$ cat config.mk
export PLATFORM = sky130hd
export DESIGN_NAME = au_neg_seq
export DESIGN_NICKNAME = d
export VERILOG_FILES = /design/src/rtl/au_neg_seq.sv
export SDC_FILE = /design/constraint.sdc
export NUM_CORES = 1
export LEC_CHECK = 0
export ABC_AREA = 1
export CORE_UTILIZATION = 40
export CTS_BUF_LIST = sky130_fd_sc_hd__clkbuf_8
export DETAILED_ROUTE_END_ITERATION = 10
export PLACE_DENSITY_LB_ADDON = 0.1
export SYNTH_ARGS = -nofsm -noshare
export SYNTH_HDL_FRONTEND = slang
export SYNTH_SLANG_ARGS = --single-unit
$ cat constraint.sdc
create_clock -name clk -period 3.53 [get_ports clk]
set_input_delay 0.353 -clock clk [delete_from_list [all_inputs] [get_ports clk]]
set_output_delay 0.353 -clock clk [all_outputs]
set_load 0.01 [all_outputs]
$ cat src/rtl/au_neg_seq.sv
// rtl/au_neg_seq.sv - digit-serial 2's complementer / absolute-value unit
//
// Purpose:
//   Accepts one WIDTH-bit word per handshake and resolves its negation (or
//   absolute value) DIGIT bits per cycle, LSB first. The "all lower bits zero"
//   carry is kept between digits. The full result is returned in one beat.
//   Cycle count depends only on WIDTH/DIGIT: accept edge t -> out_valid after
//   edge t+NDIG.
//
// Ports:
//   clk        in   1      clock, rising edge
//   rst_n      in   1      asynchronous active-low reset
//   in_valid   in   1      input word valid
//   in_ready   out  1      unit can accept a word (IDLE only)
//   in_a       in   WIDTH  input word, 2's complement
//   in_abs     in   1      0: z = -a, 1: z = |a|
//   out_valid  out  1      result valid, held until out_ready
//   out_ready  in   1      downstream accepts result
//   out_z      out  WIDTH  result modulo 2^WIDTH
//   out_ovf    out  1      negation applied to 100..0
//   busy       out  1      state != IDLE
module au_neg_seq #(
  parameter int WIDTH = 16,
  parameter int DIGIT = 4
) (
  input  logic             clk,
  input  logic             rst_n,
  input  logic             in_valid,
  output logic             in_ready,
  input  logic [WIDTH-1:0] in_a,
  input  logic             in_abs,
  output logic             out_valid,
  input  logic             out_ready,
  output logic [WIDTH-1:0] out_z,
  output logic             out_ovf,
  output logic             busy
);

  localparam int NDIG = (WIDTH + DIGIT - 1) / DIGIT;
  localparam int KW   = (NDIG > 1) ? $clog2(NDIG) : 1;
  localparam logic [KW-1:0] K_LAST = KW'(NDIG - 1);

  typedef enum logic [1:0] {
    S_IDLE = 2'd0,
    S_RUN  = 2'd1,
    S_DONE = 2'd2
  } state_t;

  state_t r_state;
  state_t w_state_nxt;

  logic [WIDTH-1:0] r_a;
  logic [WIDTH-1:0] r_w;
  logic [WIDTH-1:0] r_z;
  logic             r_neg;
  logic             r_p;
  logic             r_ovf;
  logic [KW-1:0]    r_k;

  logic             w_accept;
  logic             w_last;
  logic [DIGIT-1:0] w_dig;
  logic [DIGIT-1:0] w_dz;
  logic             w_c;
  logic [WIDTH-1:0] w_fin;

  assign w_accept = in_valid && (r_state == S_IDLE);
  assign w_last   = (r_state == S_RUN) && (r_k == K_LAST);

  always_ff @(posedge clk or negedge rst_n) begin
    if (!rst_n) begin
      r_state <= S_IDLE;
    end else begin
      r_state <= w_state_nxt;
    end
  end

  always_comb begin
    w_state_nxt = r_state;
    case (r_state)
      S_IDLE:  if (in_valid)  w_state_nxt = S_RUN;
      S_RUN:   if (w_last)    w_state_nxt = S_DONE;
      S_DONE:  if (out_ready) w_state_nxt = S_IDLE;
      default:                w_state_nxt = S_IDLE;
    endcase
  end

  // Gather digit k of the operand; bits beyond WIDTH in a partial last
  // digit read as zero.
  always_comb begin
    w_dig = '0;
    for (int i = 0; i < WIDTH; i++) begin
      if (KW'(i / DIGIT) == r_k) w_dig[i % DIGIT] = r_a[i];
    end
  end

  // Ripple the "all lower bits zero" carry across the digit. A bit is
  // inverted unless every lower bit of the word is zero.
  always_comb begin
    w_c  = r_p;
    w_dz = '0;
    for (int j = 0; j < DIGIT; j++) begin
      w_dz[j] = r_neg ? (~w_dig[j] ^ w_c) : w_dig[j];
      w_c     = w_c & ~w_dig[j];
    end
  end

  // Working result with the current digit merged in.
  always_comb begin
    w_fin = r_w;
    for (int i = 0; i < WIDTH; i++) begin
      if (KW'(i / DIGIT) == r_k) w_fin[i] = w_dz[i % DIGIT];
    end
  end

  // out_z only updates on the last digit so it holds the previous result
  // while a new word is in flight. Overflow: a negated word whose sign stays
  // set can only be 100..0.
  always_ff @(posedge clk or negedge rst_n) begin
    if (!rst_n) begin
      r_a   <= '0;
      r_w   <= '0;
      r_z   <= '0;
      r_neg <= 1'b0;
      r_p   <= 1'b0;
      r_ovf <= 1'b0;
      r_k   <= '0;
    end else if (w_accept) begin
      r_a   <= in_a;
      r_neg <= in_abs ? in_a[WIDTH-1] : 1'b1;
      r_p   <= 1'b1;
      r_k   <= '0;
    end else if (r_state == S_RUN) begin
      r_w <= w_fin;
      r_p <= w_c;
      r_k <= r_k + KW'(1);
      if (w_last) begin
        r_z   <= w_fin;
        r_ovf <= r_neg & r_a[WIDTH-1] & w_fin[WIDTH-1];
      end
    end
  end

  assign in_ready  = (r_state == S_IDLE);
  assign out_valid = (r_state == S_DONE);
  assign busy      = (r_state != S_IDLE);
  assign out_z     = r_z;
  assign out_ovf   = r_ovf;

endmodule
==> flow_summary.ini, run 1 <==
[worst_setup_path]
critPathSlowestCell = dfrtp_1
worstSetupPathType = reg -> reg
timing.rr.end = r_w[3]
cp.required_ns = 3.73
r2r_cells = 15
cp_cell_sequence = inv_1 > ha_1 > inv_2 > nor2_1 > nor2_1 > a21boi_0 > ha_1 > ha_1 > ha_1 > ha_1 > or2_2 > nand3_1 > nand2_1 > nand2_1 > nand2_1
crit_fanout = 9
critPathLaunchType = flip-flop
r2r_start = r_k[0]
cp.arrival_ns = 3.09
reg2reg_setup_slack_ns = 0.63
worst_path_largest_cell_delay_ns = 0.38
crit_top_cell = ha_1
critPathCaptureType = flip-flop

[place]
gp_congestion = 0.834
dpl.hpwl_um = 3780
dp_slack_ns = 0.643
portBuffers = 40

[route]
wl_per_cell_um = 13.3
wirelength_um = 5200
ant_nets = 0
dr.pass1.iters = 4
viasPerCell = 4.88
drc = 0
vias = 1911
drt_iter0_drc = 101

[synth]
synth_area_sq_um = 2440
ys_seq_area_share_pct = 52.3
synth_cell_type_count = 23
syn_area_per_cell_sq_um = 8.74
syn_inst = 279
ys_warn_count = 0
syn_nets = 308
ys_seq_elements = 51

[clock_tree]
tritoncts = yes
clock_path_buffers = 2
root_buffer = clkbuf_8
cts_buffers = 5
clkLatencyLatePin_ns = 0.30
htree_levels = 2
clk_pin_slew_ns = 0.09
hold_buffers = 0
post-cts-setup-buffer-count = 0
cts_resized = 0
clock-sinks = 51

[final_layout]
final_common_cell = nand2_1
final_util_pct = 50.1
drive_above_1_share_pct = 11.0
syn_to_final_growth_pct = 21.0
final_cell_mix = nand2_1 (124), dfrtp_1 (51), clkdlybuf4s50_1 (39), nand3_1 (22), mux2_2 (15)
diodes = 0
nFillCells = 577
nets = 345

[status]
outcome = completed

[grt]
track_usage_pct = 18.1
antenna_found_initial = 0
grt_pass1_wl_um = 8850
overflow = 0
grt_max_degree = 30
grt_pass1_vias = 1907

[min_path]
hp-class = in -> async

[power]
leakage_nw = 1.47
power_density_nw_per_um2 = 976
p_total_mw = 2.88
vdd_ir_drop_max_mv = 0.344

[timing]
fin_ws_ns = 0.634
max-slew-margin-rel_pct = 48.6
hold_viol_final = 0
hold_slack_ns = 0.0122
fmax_mhz = 345
finalSetupViolCount = 0
fin_tns_setup_ns = 0
fin_crit_sh_pct = 82.0
fin_crit_ns = 2.90
rsz0062_at_grt = false
max_slew.worst_pin.slew_ns = 0.769
skew_ns = 0.00484
slew_viol_final = 0

[floorplanning]
row_count = 28
dieArea_sq_um = 6420
die_w_um = 80.1
initial_core_util_pct = 41.5
die_h_um = 80.1
io_pins = 41
core-area_sq_um = 5890

[job]
maxCapViolations = 0
[layer usage]
metal / global-route usage [%] / wire (um) / up-vias
met1: 23.4 / 2480 / 923
met2: 31.2 / 2530 / 28
li1: - / - / 956
met5: 0 / 0 / -
met4: 4.29 / 39 / 0
met3: 3.64 / 149 / 4
[metrics by stage]
| step | cells | area (sq um) |
|---|---|---|
| 2_1_floorplan | 279 | 2440 |
| 3_3_place_gp | 384 | 2870 |
| 3_5_place_dp | 384 | 2870 |
| 4_1_cts | 392 | 2950 |
| 5_1_grt | 392 | 2950 |
| 6_report | 392 | 2950 |
[state kept, by name, indices dropped and copies added (netlist names)]
| register | count |
|---|---|
| r_w | 12 |
| out_ovf | 1 |
| r_state | 2 |
| out_z | 16 |
| r_k | 2 |
| r_a | 16 |
| r_p | 1 |
| r_neg | 1 |
[kinds of logic after synthesis]
| logic type | after synthesis | share of synthesized area, % |
|---|---|---|
| multiplexers | 15 | 6.92 |
| adder cells (fa/ha/maj) | 8 | 4.10 |
| buffers and inverters | 23 | 4.56 |
| AO/OA/AOI/OAI | 18 | 4.62 |
| AND/OR/NAND/NOR | 164 | 27.5 |
| flip-flops | 51 | 52.3 |
[cell type report]
type,count,area (sq um),area share [%]
inverters,12,45.0,1.53
flip-flops and latches,51,1280,43.2
repair buffers,41,403,13.6
clock inverters,3,12.5,0.424
well taps,75,93.8,3.18
clock buffers,5,68.8,2.33
multi-input cells,205,1050,35.7
[power breakdown]
part / switching, mW / internal, mW
Sequential: 0.163 / 0.861
Clock: 0.187 / 0.134
Combinational: 0.879 / 0.657
[Yosys cell counts, drive strengths merged]
cell type  instances  area share, %
a21boi             4            1.2
a21oi              5            1.0
a22oi              1           0.31
buf                9            2.4
clkbuf             2           0.31
dfrtp             51             52
ha                 8            4.1
inv               12            1.8
mux2              15            6.9
nand2            124             19
nand3             22            4.5
nor2              14            2.9
o21a               3           0.92
o21ai              4           0.82
o31ai              1           0.31
or2                4            1.0
[worst max path at each step]
stage,from,endpoint,slack (ns),depth (start not counted)
6_report,r_k[0],r_w[3],0.63,15
5_1_grt,r_k[0],r_w[3],0.41,15
4_1_cts,r_k[0],r_w[3],0.62,15
3_5_place_dp,r_k[0],r_w[3],0.64,15
3_3_place_gp,r_k[0],out_z[11],0.67,15
2_1_floorplan,r_k[0],r_w[11],0.95,16
[critical path, delay by kind of cell, from the launching register on]
| family | cells | cell delay [ns] |
|---|---|---|
| flops | 1 | 0.38 |
| compound gates | 1 | 0.11 |
| simple gates | 7 | 0.82 |
| fa+ha+maj | 5 | 1.18 |
| buf+inv | 2 | 0.30 |
Power figures use the tool's default switching activity.
==> inputs of run 2 (changes only) <==
clock period = 2.55 ns   (was 3.53 ns; I/O delays follow)
==> flow_summary.ini, run 2 (same netlist as run 1, synthesis figures left out) <==
[status]
outcome = completed

[timing]
fin_crit_ns = 2.43
finalSetupViolCount = 0
slew_viol_final = 0
hold_viol_final = 0
max_slew.worst_pin.slew_ns = 0.728
fmax_mhz = 412
fin_tns_setup_ns = 0
skew_ns = 0.00671
fin_crit_sh_pct = 95.3
rsz0062_at_grt = true
max-slew-margin-rel_pct = 51.3

[route]
vias = 1920
ant_nets = 0
dr.pass1.iters = 4
wirelength_um = 5210
wl_per_cell_um = 12.7
viasPerCell = 4.69
drc = 0
drt_iter0_drc = 68

[floorplanning]
die_w_um = 80.1
io_pins = 41
initial_core_util_pct = 41.5
die_h_um = 80.1
row_count = 28
core-area_sq_um = 5890
dieArea_sq_um = 6420

[clock_tree]
clock_path_buffers = 2
cts_buffers = 5
clk_pin_slew_ns = 0.09
root_buffer = clkbuf_8
tritoncts = yes
htree_levels = 2
clkLatencyLatePin_ns = 0.31
clock-sinks = 51

[final_layout]
nets = 362
final_common_cell = nand2_1
final_util_pct = 54.8
final_cell_mix = nand2_1 (119), dfrtp_1 (51), clkdlybuf4s50_1 (39), nand3_1 (19), buf_4 (16)
nFillCells = 549
diodes = 0
syn_to_final_growth_pct = 32.3
drive_above_1_share_pct = 21.3

[worst_setup_path]
cp.arrival_ns = 2.64
crit_fanout = 4
r2r_cells = 15
cp_top_family = adder cells
cp.required_ns = 2.76
worst-path-buf-inv = 2
cp_cell_sequence = inv_2 > ha_4 > inv_4 > nor2_1 > nor2_1 > a21boi_1 > ha_2 > ha_2 > ha_2 > ha_1 > or2_4 > nand3_2 > nand2_2 > nand2_1 > nand2_1
worst_path_largest_cell_delay_ns = 0.46
crit_top_cell = ha_2
critPathLaunchType = flip-flop
critPathSlowestCell = dfrtp_1
worstSetupPathType = reg -> reg
timing.rr.end = out_z[11]
reg2reg_setup_slack_ns = 0.12
critPathCaptureType = flip-flop
r2r_start = r_k[0]

[grt]
grt_max_degree = 52
antenna_found_initial = 0
grt_pass1_vias = 1883
grt_pass1_wl_um = 8860
overflow = 0
track_usage_pct = 18.4

[power]
vdd_ir_drop_max_mv = 0.523
leakage_nw = 1.57
power_density_nw_per_um2 = 1410

[place]
gp_congestion = 0.778
dpl.hpwl_um = 3710
portBuffers = 40

[job]
maxCapViolations = 0

[min_path]
hp-class = in -> async
-- run 2: cell types whose count changed in the layout (fill, tap and decap cells not counted), sizes merged --
cell / delta
buf: +16
bufinv: +2
clkinv: -1
dlygate4sd3: +1
inv: -1
-- run 2: tightest hold or removal path, stage by stage --
cell and delay (ns):
dlygate4sd3_1 0.52, buf_2 0.12, buf_12 0.25
-- run 2: metal layers --
layer,GRT usage [%],part of all wire [%],vias to the layer above
li1,-,-,999
met4,5.89,1.7,0
met2,30.0,47,42
met5,0,0,-
met3,3.41,3.3,7
met1,24.7,47,872
-- run 2: where the power goes --
part | switching [mW] | internal, mW
registers | 0.235 | 1.19
clock network | 0.271 | 0.388
logic | 1.32 | 1.16
total | 1.82 | 2.74
-- run 2: worst max-delay path by stage --
stage                      start   endpoint  slack (ns)  cells past startpoint
final                     r_k[0]  out_z[11]        0.12                     15
after global routing      r_k[0]   out_z[3]       -0.05                     15
after floorplan           r_k[0]    r_w[11]       0.007                     16
after detailed placement  r_k[0]    r_w[11]       -0.06                     15
after global placement    r_k[0]   out_z[7]     -0.0005                     15
after CTS                 r_k[0]  out_z[11]        0.02                     15
-- run 2: timing repair --
action                     CTS  global route
resized for setup            3            21
hold endpoints to repair    51             0
setup endpoints to repair    8            14
buffers inserted             0             2
hold buffers                 1             0
pin swaps                    0             7
-- run 2: area by class of cell --
cell class	instances	area (sq um)	share of cell area [%]
multi-input combinational	205	1130	35.1
tap	75	93.8	2.91
clock buffer	5	68.8	2.13
clock inverter	3	63.8	1.98
sequential	51	1280	39.6
timing repair buffer	58	546	16.9
inverter	12	47.5	1.47
-- run 2: per-stage QoR --
step / std cells / power (mW) / hold slack (ns) / cell area (sq um) / setup WS [ns]
5_1_grt: 409 / 5.01 / 0.488 / 3230 / -0.0464
3_5_place_dp: 398 / 3.74 / 0.269 / 2990 / -0.0613
6_report: 409 / 4.56 / 0.445 / 3230 / 0.121
4_1_cts: 407 / 4.43 / 0.471 / 3140 / 0.0177
3_3_place_gp: 398 / 3.71 / 0.272 / 2990 / -0.000545
2_1_floorplan: 279 / 2.88 / -0.0406 / 2440 / 0.00676
